--- src/rtl/axi_lite_mem_arbiter.sv ---
// Two-master (IFU read, LSU read/write) to one-slave AXI-lite arbiter.
// Serialises one transaction at a time and holds the request stable until it completes.
module axi_lite_mem_arbiter #(
  parameter int unsigned STARVE_MAX = 4,
  parameter int unsigned ADDR_W     = 64,
  parameter int unsigned DATA_W     = 64
) (
  input  logic              clk,
  input  logic              rstn,
  input  logic [ADDR_W-1:0] if_araddr,
  input  logic              if_arvalid,
  output logic              if_arready,
  output logic [DATA_W-1:0] if_rdata,
  output logic              if_rvalid,
  input  logic              if_rready,
  input  logic [ADDR_W-1:0] ls_araddr,
  input  logic              ls_arvalid,
  output logic              ls_arready,
  output logic [DATA_W-1:0] ls_rdata,
  output logic              ls_rvalid,
  input  logic              ls_rready,
  input  logic [ADDR_W-1:0] ls_waddr,
  input  logic [DATA_W-1:0] ls_wdata,
  input  logic [7:0]        ls_w_shifter,
  input  logic [7:0]        ls_w_DWHB,
  input  logic              ls_wvalid,
  output logic              ls_wready,
  output logic              ls_bvalid,
  input  logic              ls_bready,
  output logic [ADDR_W-1:0] araddr,
  output logic              arvalid,
  input  logic              arready,
  input  logic [DATA_W-1:0] rdata,
  input  logic              rvalid,
  output logic              rready,
  output logic [ADDR_W-1:0] waddr,
  output logic [DATA_W-1:0] wdata,
  output logic [7:0]        w_shifter,
  output logic [7:0]        w_DWHB,
  output logic              wvalid,
  input  logic              wready,
  input  logic              bvalid,
  output logic              bready
);

  localparam int unsigned CNT_W = (STARVE_MAX < 1) ? 1 : $clog2(STARVE_MAX + 1);
  localparam logic [CNT_W-1:0] CNT_MAX = CNT_W'(STARVE_MAX);

  typedef enum logic [2:0] {IDLE, IF_AR, IF_R, LS_AR, LS_R, LS_W, LS_B} state_t;
  typedef enum logic [1:0] {GNT_NONE, GNT_IF, GNT_LSR, GNT_LSW} grant_t;

  state_t           state, state_nxt;
  grant_t           grant;
  logic [CNT_W-1:0] starve_cnt, starve_nxt;

  // A starved IFU outranks even an LSU write; otherwise write > LSU read > IFU.
  always_comb begin
    grant = GNT_NONE;
    if (state == IDLE) begin
      if (if_arvalid && (starve_cnt == CNT_MAX)) grant = GNT_IF;
      else if (ls_wvalid)                        grant = GNT_LSW;
      else if (ls_arvalid)                       grant = GNT_LSR;
      else if (if_arvalid)                       grant = GNT_IF;
    end
  end

  always_comb begin
    starve_nxt = starve_cnt;
    if (state == IDLE) begin
      if (!if_arvalid || (grant == GNT_IF)) begin
        starve_nxt = '0;
      end else if (((grant == GNT_LSR) || (grant == GNT_LSW)) && (starve_cnt != CNT_MAX)) begin
        starve_nxt = starve_cnt + 1'b1;
      end
    end
  end

  always_ff @(posedge clk or negedge rstn) begin
    if (!rstn) begin
      state      <= IDLE;
      starve_cnt <= '0;
    end else begin
      state      <= state_nxt;
      starve_cnt <= starve_nxt;
    end
  end

  always_ff @(posedge clk or negedge rstn) begin
    if (!rstn) begin
      araddr    <= '0;
      waddr     <= '0;
      wdata     <= '0;
      w_shifter <= '0;
      w_DWHB    <= '0;
    end else begin
      case (grant)
        GNT_IF:  araddr <= if_araddr;
        GNT_LSR: araddr <= ls_araddr;
        GNT_LSW: begin
          waddr     <= ls_waddr;
          wdata     <= ls_wdata;
          w_shifter <= ls_w_shifter;
          w_DWHB    <= ls_w_DWHB;
        end
        default: ;
      endcase
    end
  end

  // Handshake outputs are forced low while rstn is asserted, not just after the state clears.
  always_comb begin
    state_nxt  = state;
    if_arready = 1'b0;
    ls_arready = 1'b0;
    ls_wready  = 1'b0;
    if_rvalid  = 1'b0;
    ls_rvalid  = 1'b0;
    if_rdata   = '0;
    ls_rdata   = '0;
    ls_bvalid  = 1'b0;
    arvalid    = 1'b0;
    rready     = 1'b0;
    wvalid     = 1'b0;
    bready     = 1'b0;
    case (state)
      IDLE: begin
        case (grant)
          GNT_IF:  state_nxt = IF_AR;
          GNT_LSR: state_nxt = LS_AR;
          GNT_LSW: state_nxt = LS_W;
          default: ;
        endcase
        if (rstn) begin
          if_arready = (grant == GNT_IF);
          ls_arready = (grant == GNT_LSR);
          ls_wready  = (grant == GNT_LSW);
        end
      end
      IF_AR: begin
        arvalid = rstn;
        if (arready) state_nxt = IF_R;
      end
      IF_R: begin
        if_rvalid = rstn && rvalid;
        if_rdata  = rdata;
        rready    = rstn && if_rready;
        if (rvalid && if_rready) state_nxt = IDLE;
      end
      LS_AR: begin
        arvalid = rstn;
        if (arready) state_nxt = LS_R;
      end
      LS_R: begin
        ls_rvalid = rstn && rvalid;
        ls_rdata  = rdata;
        rready    = rstn && ls_rready;
        if (rvalid && ls_rready) state_nxt = IDLE;
      end
      LS_W: begin
        wvalid = rstn;
        if (wready) state_nxt = LS_B;
      end
      LS_B: begin
        ls_bvalid = rstn && bvalid;
        bready    = rstn && ls_bready;
        if (bvalid && ls_bready) state_nxt = IDLE;
      end
      default: state_nxt = IDLE;
    endcase
  end

endmodule

--- config.mk ---
export PLATFORM = sky130hd
export DESIGN_NAME = axi_lite_mem_arbiter
export DESIGN_NICKNAME = d
export VERILOG_FILES = /design/src/rtl/axi_lite_mem_arbiter.sv
export SDC_FILE = /design/constraint.sdc
export NUM_CORES = 1
export LEC_CHECK = 0
export CAP_MARGIN = 40
export CORE_AREA = 2 2 271 273
export DETAILED_ROUTE_END_ITERATION = 8
export DIE_AREA = 0 0 273 275
export GPL_ROUTABILITY_DRIVEN = 0
export MAX_ROUTING_LAYER = met4
export PLACE_DENSITY = 0.37
export SLEW_MARGIN = 20
export SYNTH_ARGS = -nofsm -noshare
export SYNTH_HDL_FRONTEND = slang
export SYNTH_SLANG_ARGS = --single-unit
--- constraint.sdc ---
create_clock -name clk -period 3.4 [get_ports clk]
set_input_delay 1.02 -clock clk [delete_from_list [all_inputs] [get_ports clk]]
set_output_delay 1.02 -clock clk [all_outputs]
set_load 0.005 [all_outputs]
; ---- Word-level counts from Yosys, hierarchy flattened
; Index checks and enable logic that the tools add are counted.
[word_totals]
output_inout_bits = 346
regBits = 214
[op_classes]
reduce_logical = 19
muxes = 31
n_addsub = 1
eq_ne = 18
[ops]
columns = op, count
row1 = 64-bit two-way mux, 2
row2 = 64-bit case mux with 2 select lines, 1
row3 = 3-bit two-way mux, 8
row4 = 3-bit case mux with 7 select lines, 1
row5 = 1-bit two-way mux, 13
row6 = "3-bit equality test, second input constant", 4
row7 = "2-bit inequality test, second input constant", 6
row8 = 1-bit logical AND, 10
row9 = 3-bit case mux with 3 select lines, 1
row10 = 2-bit two-way mux, 4
row11 = 7-bit AND reduction, 1
row12 = "3-bit by 2-bit equality test with 1-bit output, second input constant", 2
row13 = "2-bit equality test, second input constant", 2
row14 = "4-bit by 1-bit inequality test with 1-bit output, second input constant", 1
row15 = 2-bit nonzero test, 2
row16 = "3-bit by 1-bit adder with 3-bit output, second input constant", 1
row17 = "3-bit by 1-bit equality test with 1-bit output, second input constant", 1
row18 = 3-bit logical NOT, 1
row19 = "3-bit inequality test, second input constant", 1
row20 = "2-bit by 1-bit equality test with 1-bit output, second input constant", 1
row21 = 1-bit logical OR, 2
row22 = 1-bit case mux with 2 select lines, 1
row23 = 2-bit AND reduction, 1
row24 = 2-bit OR reduction, 1
row25 = 1-bit logical NOT, 1

; ---- Longest topological paths before layout
[logic_depth]
depth_word = 10
ltp_mapped = 11
depth_no_buf = 11

; ---- Worst setup path before layout
; No wires, ideal clock.
[synth_path]
path_type = input -> output
from = in if_arvalid
to = out ls_arready
path_stages = 7
required_ns = 2.380
path_slack_ns = 0.166
arrival_ns = 2.214
path_cell_list = a21boi_0 -> o21ai_0 -> ha_1 -> buf_2 -> buf_4 -> buf_4 -> and3_1
[synth_via]
elab_chain_len = 8
[synth_rtl]
columns = item, line_no
row1 = from (decl), 11  ; input logic if_arvalid,
row2 = 1-bit two-way mux, 63  ; else if (if_arvalid) grant = GNT_IF;
row3 = 2-bit two-way mux, 62  ; else if (ls_arvalid) grant = GNT_LSR;
row4 = 2-bit two-way mux, 61  ; else if (ls_wvalid) grant = GNT_LSW;
row5 = 2-bit two-way mux (*), 60  ; if (if_arvalid && (starve_cnt == CNT_MAX)) grant = GNT_IF;
row6 = 2-bit two-way mux (*), 59  ; if (state == IDLE) begin
row7 = 2-bit equality test (*), 135  ; ls_arready = (grant == GNT_LSR);
row8 = 1-bit two-way mux (*), 133  ; if (rstn) begin
row9 = 1-bit two-way mux (*), 125  ; case (state)
row10 = to (decl), 18  ; output logic ls_arready,
; Mark *: on every way between the ends. The rest lies on a longest branch, timed or not.

; ---- Worst setup path after layout
[layout_path]
from = in ls_arvalid
to = out ls_arready
[layout_via]
elab_chain_len = 7
[layout_rtl]
columns = item, line_no
row1 = from (decl), 17  ; input logic ls_arvalid,
row2 = 2-bit two-way mux, 62
row3 = 2-bit two-way mux, 61
row4 = 2-bit two-way mux, 60
row5 = 2-bit two-way mux, 59
row6 = 2-bit equality test, 135
row7 = 1-bit two-way mux, 133
row8 = 1-bit two-way mux, 125
; No other way between the ends.

==> metrics.md <==
| Metric | Value |
|---|---|
| Layout area overhead | `102%` |
| Clk Latency, worst-skew pair | `0.57 ns` |
| Flops & latches, synth | `about 210` |
| Critical path peak fanout | `2` |
| HP Class | `input pin to asynchronous set/reset pin` |
| Final setup fails | `0` |
| CTS Buf Count | `29` |
| Count of pins over their slew limit | `0` |
| Peak VDD IR | `0.381 mV` |
| Cell with the most instances after synthesis | `dfrtp_1` |
| Area share of the largest cell type after synthesis | `0.550` |
| Worst Max-Slew Pin Slew | `around 0.76 ns` |
| Largest net degree at the start of global routing | `around 110` |
| Max-Cap Viols | `0` |
| Core Region | `just over 70,000 µm²` |
| Die area | `approximately 75,000 µm²` |
| Detail-routed via count per cell | `about 3.6` |
| Final Power | `16.1 mW` |
| Clock Pin Slew Worst Setup and Hold Paths | `about 0.05 ns` |
| WP data arrival | `2.37 ns` |
| Crit end category | `output port` |
| Root Driver | `clkbuf_16` |
| WHS | `approximately 0.43 ns` |
| I/O Buffers | `between 600 and 700` |
| Drt pass-1 iters | `5` |
| Number of top-level pins | `694` |
| Clk_skew | `~0.019 ns` |
| Syn_nets | `around 1,200` |
| Global router's overall resource usage | `0.124` |
| Synth top area cells | `dfrtp_1 55%, mux2_2 17%, and2_1 8.2%, mux2i_1 6.6%, o21ai_0 3.4%` |
| Antenna Violating Nets Remaining | `0` |
| Total number of vias | `roughly 9,000` |
| Mapped Cells | `797` |
| Static Leak | `roughly 9 nW` |
| Placement Setup Slack | `-0.475 ns` |
| Post-DR wirelength/cell | `~20 µm` |
| WL final | `between 40,000 and 50,000 µm` |
| Clk buf depth | `3` |
| Crit Path Category | `input pin to output port` |
| Startpoint type of the worst setup path | `input pin` |
| Remaining DRCs | `0` |
| Chip Width | `around 270 µm` |
| Avg Inst Size Synth | `12.2 µm²` |
| Post-synth EDFFs | `0` |
| Ys Warns | `0` |
| Initial DRC Count | `211` |
| Critical path data required time | `2.38 ns` |
| Die height | `about 280 µm` |
| CTS sink cnt | `roughly 210` |
| Most frequent cell on the critical path | `buf_4` |
| Rel. slew slack | `0.494` |
| Final Critical Period | `between 3 and 4 ns` |
| Final Hold Vio Count | `0` |
| Final net count | `between 1,500 and 2,000` |
| Initial antenna violation count | `12` |
| CP max stage cell | `clkdlybuf4s50_1` |
| DP Wirelength | `~39,000 µm` |
| Outcome | `finished clean` |
| Synth cell count leaders | `214 x dfrtp_1, 145 x mux2_2, 128 x and2_1, 71 x nand2_1, 67 x o21ai_0` |
| Critical Path Max Stage Delay | `0.48 ns` |
| Final Cycle Share | `0.998` |
| Critical-path cell list | `clkdlybuf4s50_1 > a21boi_1 > o21ai_1 > buf_4 > buf_4 > ha_4 > and3_4 > buf_6` |
| Cell area power density | `slightly above 800 nW/µm²` |
| Sequential share of the synthesized area | `0.550` |
| Vias in the first global route | `just over 9,000` |
| Synthesized area | `a little under 10,000 µm²` |
| Share of cells above drive strength 1 | `0.189` |
| Setup slack after layout | `0.00608 ns` |
| Overflow after GRT | `0` |
| Post-synth top area cell | `dfrtp_1` |
| First-pass GRT wire length | `about 66,000 µm` |
| Fmax | `just under 300 MHz` |
| H-tree Lvls | `1` |
| Fraction of registers with async set/reset | `1.00` |
| Cell Rows | `between 90 and 100` |
| CTS tree | `done` |
| Post-synthesis cell type count | `40` |
| Initial Util | `0.135` |
| Synth Flop Type | `dfrtp_1` |
| RSZ-0062 raised after global routing | `yes` |
==> cell families after synthesis <==
group / count (synthesis) / synth area share
AOI/OAI and AO/OA: 82 / 0.0463
xor gates and xnor gates: 1 / 0.000900
adders and majority gates: 6 / 0.00771
buffers and inverters: 61 / 0.0337
DFF: 214 / 0.550
muxes: 209 / 0.234
and+or+nand+nor: 224 / 0.127
==> sequential cells by signal (all words and copies together), names as in the netlist <==
| register | cells |
|---|---|
| starve_cnt | 3 |
| w_DWHB | 8 |
| wdata | 64 |
| w_shifter | 8 |
| araddr | 64 |
| waddr | 64 |
| state | 3 |
==> path summary, 6_finish.rpt <==
path / from / end / slack [ns] / cells past startpoint
setup / recovery: ls_arvalid / ls_arready / 0.006 / 8
hold / removal: rstn / wdata[57] / 0.43 / 2
setup reg to reg: state[1] / araddr[1] / 0.53 / 10
hold reg to reg: araddr[24] / araddr[24] / 0.48 / 2
max in group asynchronous: rstn / araddr[36] / 1.57 / 5
min in group clk: araddr[24] / araddr[24] / 0.48 / 2
==> metrics by stage <==
step                       util  area [µm²]  std cells  TNS (ns)
after floorplan               -        9730        797         0
after global placement    0.248       17900       2428     -7.32
after detailed placement  0.249       18000       2431     -9.66
after CTS                 0.265       19200       2502     -1.62
after global routing      0.272       19700       2537    -0.352
final                     0.272       19700       2538         0
==> layout make-up <==
cell class / instances / area (µm²)
Fill cell: 7584 / 52700
Timing Repair Buffer: 773 / 7970
Sequential cell: 214 / 5360
Multi-Input combinational cell: 522 / 4120
Tap cell: 959 / 1200
Clock buffer: 41 / 851
Clock inverter: 12 / 118
Inverter: 7 / 26.3
Antenna cell: 10 / 25.0
==> power breakdown <==
| part | internal (mW) | switching (mW) | total (mW) |
|---|---|---|---|
| logic | 5.08 | 3.33 | 8.41 |
| clock network | 1.88 | 1.25 | 3.13 |
| registers | 3.87 | 0.652 | 4.52 |
==> cells in the final DEF (no fill, tap or decap), types with 10 or more instances in the layout <==
cell type / count
nand2_1: 71
o21ai_0: 66
dlygate4sd2_1: 34
clkdlybuf4s50_1: 581
buf_6: 16
mux2_2: 145
and2_1: 125
buf_4: 49
mux2i_1: 64
clkbuf_16: 33
dfrtp_1: 214
dlymetal6s2s_1: 71
diode_2: 10
==> timing repair <==
| item | CTS | global route |
|---|---|---|
| hold buffers | 0 | 0 |
| pin swaps | 3 | 3 |
| gates resized for setup | 55 | 98 |
| buffers inserted | 15 | 20 |
| endpoints found under the setup margin | 126 | 97 |
| cloned | 3 | 6 |
==> metal layers <==
metal  GRT usage  wire length, µm  up-vias
met5           -                0        -
met4      0.0360              820        0
met3      0.0321             3550       52
met2       0.242            28500      372
met1       0.119            16900     4381
li1            -                -     4232
==> worst max-delay path: cells and delay by family <==
kind | cells | cell delay [ns]
simple gates | 1 | 0.16
buf+inv | 4 | 0.82
compound gates | 2 | 0.23
fa+ha+maj | 1 | 0.13
Power figures use the tool's default switching activity.
